==> config.mk <==
export PLATFORM = sky130hd
export DESIGN_NAME = mix_columns_engine
export DESIGN_NICKNAME = d
export VERILOG_FILES = /design/src/rtl/aes_mix_pkg.sv /design/src/rtl/gf_mix_column.sv /design/src/rtl/mix_columns_engine.sv
export SDC_FILE = /design/constraint.sdc
export NUM_CORES = 1
export LEC_CHECK = 0
export BUFFER_PORTS_ARGS = -buffer_cell sky130_fd_sc_hd__buf_4
export CORE_ASPECT_RATIO = 1.1
export CORE_UTILIZATION = 40
export CTS_CLUSTER_DIAMETER = 60
export DETAILED_ROUTE_END_ITERATION = 16
export PLACE_DENSITY = 0.75
export SLEW_MARGIN = 20
export SYNTH_ARGS = -nofsm -noshare
export SYNTH_HDL_FRONTEND = slang
export SYNTH_SLANG_ARGS = --single-unit
==> constraint.sdc <==
create_clock -name clk -period 2.55 [get_ports clk]
set_input_delay 0.3825 -clock clk [delete_from_list [all_inputs] [get_ports clk]]
set_output_delay 0.3825 -clock clk [all_outputs]
set_load 0.02 [all_outputs]
==> src/rtl/aes_mix_pkg.sv <==
// rtl/aes_mix_pkg.sv - GF(2^8) constants, helpers and FSM states for the column mixer
package aes_mix_pkg;

    // Low byte of the Rijndael reduction polynomial 0x11B
    localparam logic [7:0] AES_POLY = 8'h1B;

    // Matrix row 0 coefficients; row r is this row rotated right by r
    localparam logic [0:3][7:0] FWD_COEF = {8'h02, 8'h03, 8'h01, 8'h01};
    localparam logic [0:3][7:0] INV_COEF = {8'h0e, 8'h0b, 8'h0d, 8'h09};

    typedef enum logic [1:0] {
        IDLE,
        BUSY,
        DONE
    } mix_state_e;

    function automatic logic [7:0] xtime(input logic [7:0] a);
        return {a[6:0], 1'b0} ^ (a[7] ? AES_POLY : 8'h00);
    endfunction

    // Shift-and-add multiply; with a constant coefficient this folds to XORs
    function automatic logic [7:0] gf_mul_const(input logic [7:0] a, input logic [7:0] c);
        logic [7:0] acc;
        logic [7:0] pw;
        acc = 8'h00;
        pw  = a;
        for (int i = 0; i < 8; i++) begin
            if (c[i]) acc = acc ^ pw;
            pw = xtime(pw);
        end
        return acc;
    endfunction

endpackage

==> src/rtl/gf_mix_column.sv <==
// rtl/gf_mix_column.sv - combinational forward/inverse mix of one 32-bit column
module gf_mix_column
    import aes_mix_pkg::*;
(
    input  logic [31:0] col_in,
    input  logic        inverse,
    output logic [31:0] col_out
);

    logic [0:3][7:0] a;
    logic [0:3][7:0] b;
    logic [0:3][7:0] coef;

    assign a       = col_in;
    assign coef    = inverse ? INV_COEF : FWD_COEF;
    assign col_out = b;

    // Output row r pairs coefficient k with input row (r+k) mod 4
    always_comb begin
        b = '0;
        for (int r = 0; r < 4; r++) begin
            for (int k = 0; k < 4; k++) begin
                b[r] = b[r] ^ gf_mul_const(a[2'(r + k)], coef[k]);
            end
        end
    end

endmodule

==> src/rtl/mix_columns_engine.sv <==
// rtl/mix_columns_engine.sv - multi-cycle MixColumns/InvMixColumns engine with valid/ready handshake
module mix_columns_engine
    import aes_mix_pkg::*;
#(
    parameter int NB             = 4,
    parameter int COLS_PER_CYCLE = 1
) (
    input  logic            clk,
    input  logic            reset,
    input  logic            in_valid,
    output logic            in_ready,
    input  logic            in_inverse,
    input  logic [32*NB-1:0] in_state,
    output logic            out_valid,
    input  logic            out_ready,
    output logic [32*NB-1:0] out_state,
    output logic            busy
);

    localparam int GROUPS = NB / COLS_PER_CYCLE;
    localparam int IDXW   = (GROUPS > 1) ? $clog2(GROUPS) : 1;
    localparam int CW     = $clog2(NB);
    localparam logic [IDXW-1:0] LAST_IDX = IDXW'(GROUPS - 1);

    generate
        if (NB < 4 || NB > 8) begin : g_bad_nb
            $error("mix_columns_engine: NB must be within 4..8");
        end
        if (COLS_PER_CYCLE < 1 || (NB % COLS_PER_CYCLE) != 0) begin : g_bad_cpc
            $error("mix_columns_engine: COLS_PER_CYCLE must divide NB");
        end
    endgenerate

    mix_state_e           state;
    logic [0:NB-1][31:0]  work;
    logic [IDXW-1:0]      idx;
    logic                 mode;
    logic                 in_ready_q;
    logic                 out_valid_q;
    logic                 busy_q;

    logic [CW-1:0]        col_sel [COLS_PER_CYCLE];
    logic [31:0]          mix_in  [COLS_PER_CYCLE];
    logic [31:0]          mix_out [COLS_PER_CYCLE];

    // Select the group of columns addressed by the current index
    always_comb begin
        for (int j = 0; j < COLS_PER_CYCLE; j++) begin
            col_sel[j] = CW'(int'(idx) * COLS_PER_CYCLE + j);
            mix_in[j]  = work[col_sel[j]];
        end
    end

    generate
        for (genvar g = 0; g < COLS_PER_CYCLE; g++) begin : g_mix
            gf_mix_column u_mix (
                .col_in  (mix_in[g]),
                .inverse (mode),
                .col_out (mix_out[g])
            );
        end
    endgenerate

    // Control FSM: accept, mix one group per cycle in place, hold result until taken
    always_ff @(posedge clk) begin
        if (reset) begin
            state       <= IDLE;
            work        <= '0;
            idx         <= '0;
            mode        <= 1'b0;
            in_ready_q  <= 1'b0;
            out_valid_q <= 1'b0;
            busy_q      <= 1'b0;
        end else begin
            case (state)
                IDLE: begin
                    in_ready_q <= 1'b1;
                    if (in_valid && in_ready_q) begin
                        work       <= in_state;
                        mode       <= in_inverse;
                        idx        <= '0;
                        in_ready_q <= 1'b0;
                        busy_q     <= 1'b1;
                        state      <= BUSY;
                    end
                end
                BUSY: begin
                    for (int j = 0; j < COLS_PER_CYCLE; j++) begin
                        work[col_sel[j]] <= mix_out[j];
                    end
                    if (idx == LAST_IDX) begin
                        idx         <= '0;
                        out_valid_q <= 1'b1;
                        state       <= DONE;
                    end else begin
                        idx <= idx + IDXW'(1);
                    end
                end
                DONE: begin
                    if (out_ready) begin
                        out_valid_q <= 1'b0;
                        busy_q      <= 1'b0;
                        in_ready_q  <= 1'b1;
                        state       <= IDLE;
                    end
                end
                default: begin
                    state <= IDLE;
                end
            endcase
        end
    end

    assign in_ready  = in_ready_q;
    assign out_valid = out_valid_q;
    assign busy      = busy_q;
    // Working register is only exposed once complete, so partial mixes never leak
    assign out_state = out_valid_q ? work : '0;

endmodule

# Word level (Yosys, flattened, before mapping)
# Index checks and enable logic that the tools add are counted.
[op_classes]
addsub = 1
order_cmp = 2
eq_ne = 6
muxes = 135
bitwise = 83
n_reduce_logical = 12
[op_table]
columns = ["cell", "count"]
rows = [
  ["$mux 8", 96],
  ["$xor 8x8->8", 82],
  ["$mux 128", 2],
  ["$pmux 128 s2", 1],
  ["$bwmux 128", 1],
  ["$mux 32", 3],
  ["$mux 5", 14],
  ["$bmux 32 s2", 1],
  ["$demux 32 s2", 1],
  ["$mux 28", 1],
  ["$mux 2", 5],
  ["$reduce_and 3->1", 3],
  ["$ne 2x2->1 const B", 3],
  ["$pmux 1 s2", 3],
  ["$pmux 2 s3", 1],
  ["$reduce_and 2->1", 3],
  ["$reduce_bool 2->1", 3],
  ["$mux 1", 5],
  ["$eq 2x2->1 const B", 2],
  ["$pmux 2 s2", 1],
  ["$ge 3x3->1 const B", 1],
  ["$lt 3x1->1 const B", 1],
  ["$not 2->3", 1],
  ["$add 2x1->2 const B", 1],
  ["other kinds (3)", 4],
]
[word_totals]
register_bits = 136
in_bits = 133
out_inout_bits = 131
word_cells = 249

# Logic depth before layout (Yosys ltp)
[depth]
word_depth = 25
ltp_mapped = 10
ltp_nobuf = 7

# Modules after synthesis
# A second synthesis with hierarchy kept.
[unflattened]
hier_cells = 950
area_unflattened_um2 = 8600.7
[modules_own_cells]
columns = ["mod", "instances", "cells_each", "area_each_um2", "seq_area_each_um2"]
rows = [
  ["mix_columns_engine", 1, 825, 7459.7, 2722.6],
  ["gf_mix_column", 1, 125, 1141.1, 0.0],
]

# Worst setup path before layout
# Ideal clock, no wire load.
[synth_timing]
kind = "register to register"
start = "reg idx[0]"
end = "reg work[5] (netlist name)"
setup_ns = 0.103
t_arrival_ns = 2.615
required_time_ns = 2.447
slack_ns = -0.168
stages_incl_launch_ff = 9
cell_sequence = "dfxtp_1 -> buf_6 -> mux4_4 -> xor2_4 -> xnor2_1 -> xor2_1 -> nand2_2 -> xnor2_2 -> a2111oi_2"
[synth_via]
elab_chain_len = 24
elab_cells_between_ends = 70
classes_between = "order compare (2); mux (35); bitwise (32); reduce/logical (1)"
[synth_lines]
columns = ["element", "line", "rtl"]
rows = [
  ["start: declaration", "mix_columns_engine.sv:36", "logic [IDXW-1:0] idx;"],
  ["start signal: assignment", "mix_columns_engine.sv:96", "idx <= idx + IDXW'(1);"],
  ["$not 2->3 (not written as such) (*)", "mix_columns_engine.sv:50, mix_columns_engine.sv:89", ""],
  ["$bmux 32 s2", "mix_columns_engine.sv:50", "mix_in[j] = work[col_sel[j]];"],
  ["$mux 32 (not written as such) (2 in a row)", "mix_columns_engine.sv:50", ""],
  ["$mux 8 (tied with other cells)", "aes_mix_pkg.sv:28", "if (c[i]) acc = acc ^ pw;"],
  ["$xor 8x8->8 (on tied branches)", "aes_mix_pkg.sv:28, aes_mix_pkg.sv:18", ""],
  ["$mux 8 / $xor 8x8->8 (equally long branches)", "aes_mix_pkg.sv:28, aes_mix_pkg.sv:18", ""],
  ["$xor 8x8->8", "aes_mix_pkg.sv:28", ""],
  ["$mux 8", "aes_mix_pkg.sv:28", ""],
  ["[... 5 more ...]", "n/a", ""],
  ["$mux 8", "aes_mix_pkg.sv:28", ""],
  ["$xor 8x8->8", "aes_mix_pkg.sv:28", ""],
  ["$mux 8", "aes_mix_pkg.sv:28", ""],
  ["$xor 8x8->8", "aes_mix_pkg.sv:28", ""],
  ["$mux 8", "aes_mix_pkg.sv:28", ""],
  ["$xor 8x8->8 (3 in a row)", "gf_mix_column.sv:23", "b[r] = b[r] ^ gf_mul_const(a[2'(r + k)], coef[k]);"],
  ["$bwmux 128 (*)", "mix_columns_engine.sv:89", "work[col_sel[j]] <= mix_out[j];"],
  ["$pmux 128 s2 (*)", "mix_columns_engine.sv:75", "case (state)"],
  ["end signal: assignment", "mix_columns_engine.sv:79", "work <= in_state;"],
  ["end signal: indexed assignment", "mix_columns_engine.sv:89", ""],
  ["end: declaration", "mix_columns_engine.sv:35", "logic [0:NB-1][31:0] work;"],
]
# Mark *: on every way between the ends. The rest lies on a longest branch, timed or not. The select of a mux whose other input is x is not followed.
# A chain may end at the register's enable or synchronous reset.

# Final worst setup path
[layout_timing]
start = "reg idx[0]"
end = "reg work[85] (netlist name)"
# Same word-level chain as after synthesis.

==> impl.org <==
** Status
- Result of the run :: finished, violations left
- The final reports fail on negative setup slack.

** Timing
- Max_slew headroom :: 0.455
- Setup violations remaining at the end of the flow were counted as 113.
- For the finished layout, the period the worst path requires is 2.94 ns.
- The number of slew-limit violations in the final report is 0.
- Setup repair after global routing could not meet its margin everywhere.
- In the finished design, the share of the clock period the worst path needs comes to 1.15.
- Slew at the pin with the worst max-slew slack :: 0.817 ns
- Hold timing on the final database bottoms out at a slack of 0.223 ns.
- The count of final hold-check violations was 0.
- Setup clock skew after layout :: 0.00990 ns
- Fmax :: 340 MHz
- Across all setup checks in the final design, the least slack found is -0.389 ns.

** Routing
- In the final routing, the length of wire on met1 measures 13,600 microns.
- Met3 wire length :: 3310 microns
- Residual DRC count :: 0
- DRT antenna net count :: 0
- Top layer used by detailed routing :: met4
- For this run, the detailed router's first-pass iteration total came to 5.
- Initial DRC Count :: 870
- In the final routed layout, each cell accounts on average for 23.0 microns.
- Dividing the detail-routed via count by the number of cells gives 5.92.
- The detailed router placed 9,409 vias in this run.
- Wire segments on met2 add up to 17,800 microns in the final route.
- Summed over all layers, the routed wires come to 36,500 microns.

** Synth
- Of the post-synthesis cell area, the dominant cell type holds 0.327.
- Mean post-synth cell area :: 8.47 sq um
- Post-Syn Area :: 8320 sq um
- Most area-hungry cell type in the Yosys netlist :: dfxtp_1
- After synthesis, the cell types taking the most area are dfxtp_1 33%, and2_1 10%, nor2_1 6.3%.
- For this run, asynchronously set or reset flops after synthesis account for 0.
- Counting flops and latches in the post-synthesis netlist gives 136.
- List of most frequent post-synthesis cells :: 140 x nor2_1, 136 x dfxtp_1, 134 x and2_1, 80 x nand2_1, 68 x clkbuf_1
- Cell with the most instances after synthesis :: nor2_1
- In the synthesized netlist the dominant register cell turns out to be dfxtp_1.
- Post-synth EDFFs :: 0
- The Yosys step of the flow raised 0 warnings.
- Synthesis instantiated 52 different standard cells from the library.
- In the synthesized netlist, the number of instances is 982.
- Synthesis produced a netlist with a net count of 1,119.
- For this run, the register share of the synthesized area comes to 0.327.

** Layout
- Number of nets at the end of the flow :: 1,462
- Relative to the synthesized area, the layout overhead comes to 64.1%.
- Number of diodes added for antenna fixing :: 0
- Of the cells placed in the final design, the portion with a size suffix greater than 1 is 0.492.
- Number of standard cells in the final layout excluding fillers :: 1,590

** Worst setup path
- In this run the critical register-to-register path is launched from idx[0].
- Critical setup path kind :: reg -> reg
- CP Capture Type :: flop
- Worst Path Required :: 2.85 ns
- Worst-path fanout max :: 5
- CP arrival :: 3.24 ns
- The worst setup path is launched from a flop.
- The critical path starts at idx[0].

** Min path
- Startpoint of the tightest hold check path :: in_state[115]
- Worst min-delay path category :: in -> reg

** Global route
- First-pass GRT wire length :: 51,100 microns
- Total overflow reported by the global router :: 0
- Pin count of the biggest net entering global routing :: 92
- The via count of the first global-routing pass was 8,969.
- GRT Total Usage :: 0.313
- Number of antenna violations at the first check in global routing :: 0

** Floorplan
- Number of top-level pins :: 264
- The die is 153 microns tall.
- For this configuration, the core starts out at a cell density of 0.413.
- Area of the core region :: 20,100 sq um
- Horiz. Die Dim :: 140 microns
- Row generation in the floorplan step produced 54 rows.
- The die covers 21,400 sq um.

** Clock tree
- Clock Tree Root :: clkbuf_16
- Number of buffers between clock root and the deepest sink :: 2
- Clock transition at path regs :: 0.06 ns
- The later pin in the worst-skew pair is clocked with a latency of 0.42 ns.
- The clock drives 136 sinks.
- The clock tree synthesis step divided the H-tree into 4 levels.
- TritonCTS created 17 clock buffers.
- Hold-fix buffers at CTS :: 0
- Clock tree from TritonCTS :: built

** Place
- After legalization and detailed placement, the total HPWL measured 24,200 microns.
- During placement, the flow inserted port buffers numbering 263.
- At the end of routability-driven placement, the weighted congestion stood at 0.948.
- In this run, placement finished with an instance count of 1,522.

** Power and ir drop
- Worst ir drop on vdd :: 0.546 mV
- Dividing total power by cell area gives a power density of 679 nW/um^2.
- Summed over all cells, the static leakage comes to 5.67 nW.

** Flow run
- Max-cap violations :: 0
==> area by class of cell <==
cell class	count	area, sq um
tap	252	315
timing repair buffer	412	3370
multi-input combinational	752	6630
inverter	6	22.5
clock inverter	13	154
clock buffer	19	433
fill	1432	6470
sequential	136	2730
==> registers in the layout (all words and copies together), names as in the netlist <==
signal and count:
mode 1, busy 1, work 128, state 2, idx 2, in_ready 1
out_valid 1
==> final timing paths <==
kind / endpoint / slack (ns) / cells past startpoint
max: work[85] / -0.39 / 8
min: work[115] / 0.22 / 3
max reg2reg: work[85] / -0.39 / 8
min reg2reg: busy / 0.49 / 2
==> where the power goes <==
part           internal (mW)  switching (mW)  total (mW)
sequential              2.32           0.159        2.48
combinational           2.08            2.21        4.29
clock                   1.53           0.971        2.50
total                   5.93            3.34        9.27
==> critical path, cell delays in order, from the launching register on <==
cell and delay [ns]:
dfxtp_4 0.39, buf_8 0.13, mux4_4 0.74, xor2_4 0.30, xnor2_2 0.16, xor2_1 0.21, nand2_2 0.18, xnor2_4 0.25
a2111oi_2 0.45
==> kinds of logic after synthesis <==
kind of cell / after synthesis / synth area share
simple gates: 426 / 0.249
xor+xnor: 99 / 0.135
mux: 18 / 0.0469
fa+ha+maj: 4 / 0.00601
compound gates: 205 / 0.187
flops: 136 / 0.327
buf+inv: 94 / 0.0490
==> layout by cell type, fill, tap and decap left out, drive strengths merged, types with 4 or more instances in the layout <==
cell type / Yosys / layout
a2111oi: 46 / 46
a211oi: 42 / 42
a21oi: 49 / 49
a221oi: 8 / 8
a22oi: 5 / 5
a31o: 4 / 4
a31oi: 17 / 17
and2: 135 / 135
and3: 16 / 16
buf: 19 / 412
clkbuf: 69 / 19
clkinv: 0 / 5
clkinvlp: 0 / 4
dfxtp: 136 / 136
ha: 4 / 4
inv: 6 / 7
mux4: 16 / 16
nand2: 83 / 83
nand2b: 4 / 4
nand3: 27 / 27
nand4: 4 / 4
nor2: 141 / 141
nor3: 10 / 10
o2111ai: 4 / 4
o21ai: 9 / 9
o221ai: 4 / 4
o22ai: 14 / 14
xnor2: 65 / 65
xnor3: 4 / 4
xor2: 27 / 27
==> what timing repair did <==
action                                  CTS  global route
pin swaps                                26            80
buffers inserted                         14            24
endpoints found under the setup margin  125           125
gates resized for setup                  86           170
gates cloned                              0             0
==> routing by layer <==
layer / up-vias / track usage
met5: - / 0
met4: 0 / 0.167
met3: 124 / 0.0520
met2: 658 / 0.526
met1: 4515 / 0.381
li1: 4112 / -
==> per-stage QoR <==
stage | total power [mW] | setup slack [ns] | util | area, sq um | TNS, ns
CTS | 8.23 | -0.160 | 0.620 | 12500 | -5.44
global route | 9.55 | -0.432 | 0.678 | 13700 | -24.90
floorplan | 4.18 | -0.111 | - | 8440 | -1.09
global placement | 5.27 | -0.254 | 0.560 | 11300 | -14.01
detailed placement | 5.29 | -0.308 | 0.560 | 11300 | -18.51
finish | 9.27 | -0.389 | 0.678 | 13700 | -14.80
Note: power is estimated with default switching activity, not from simulation.
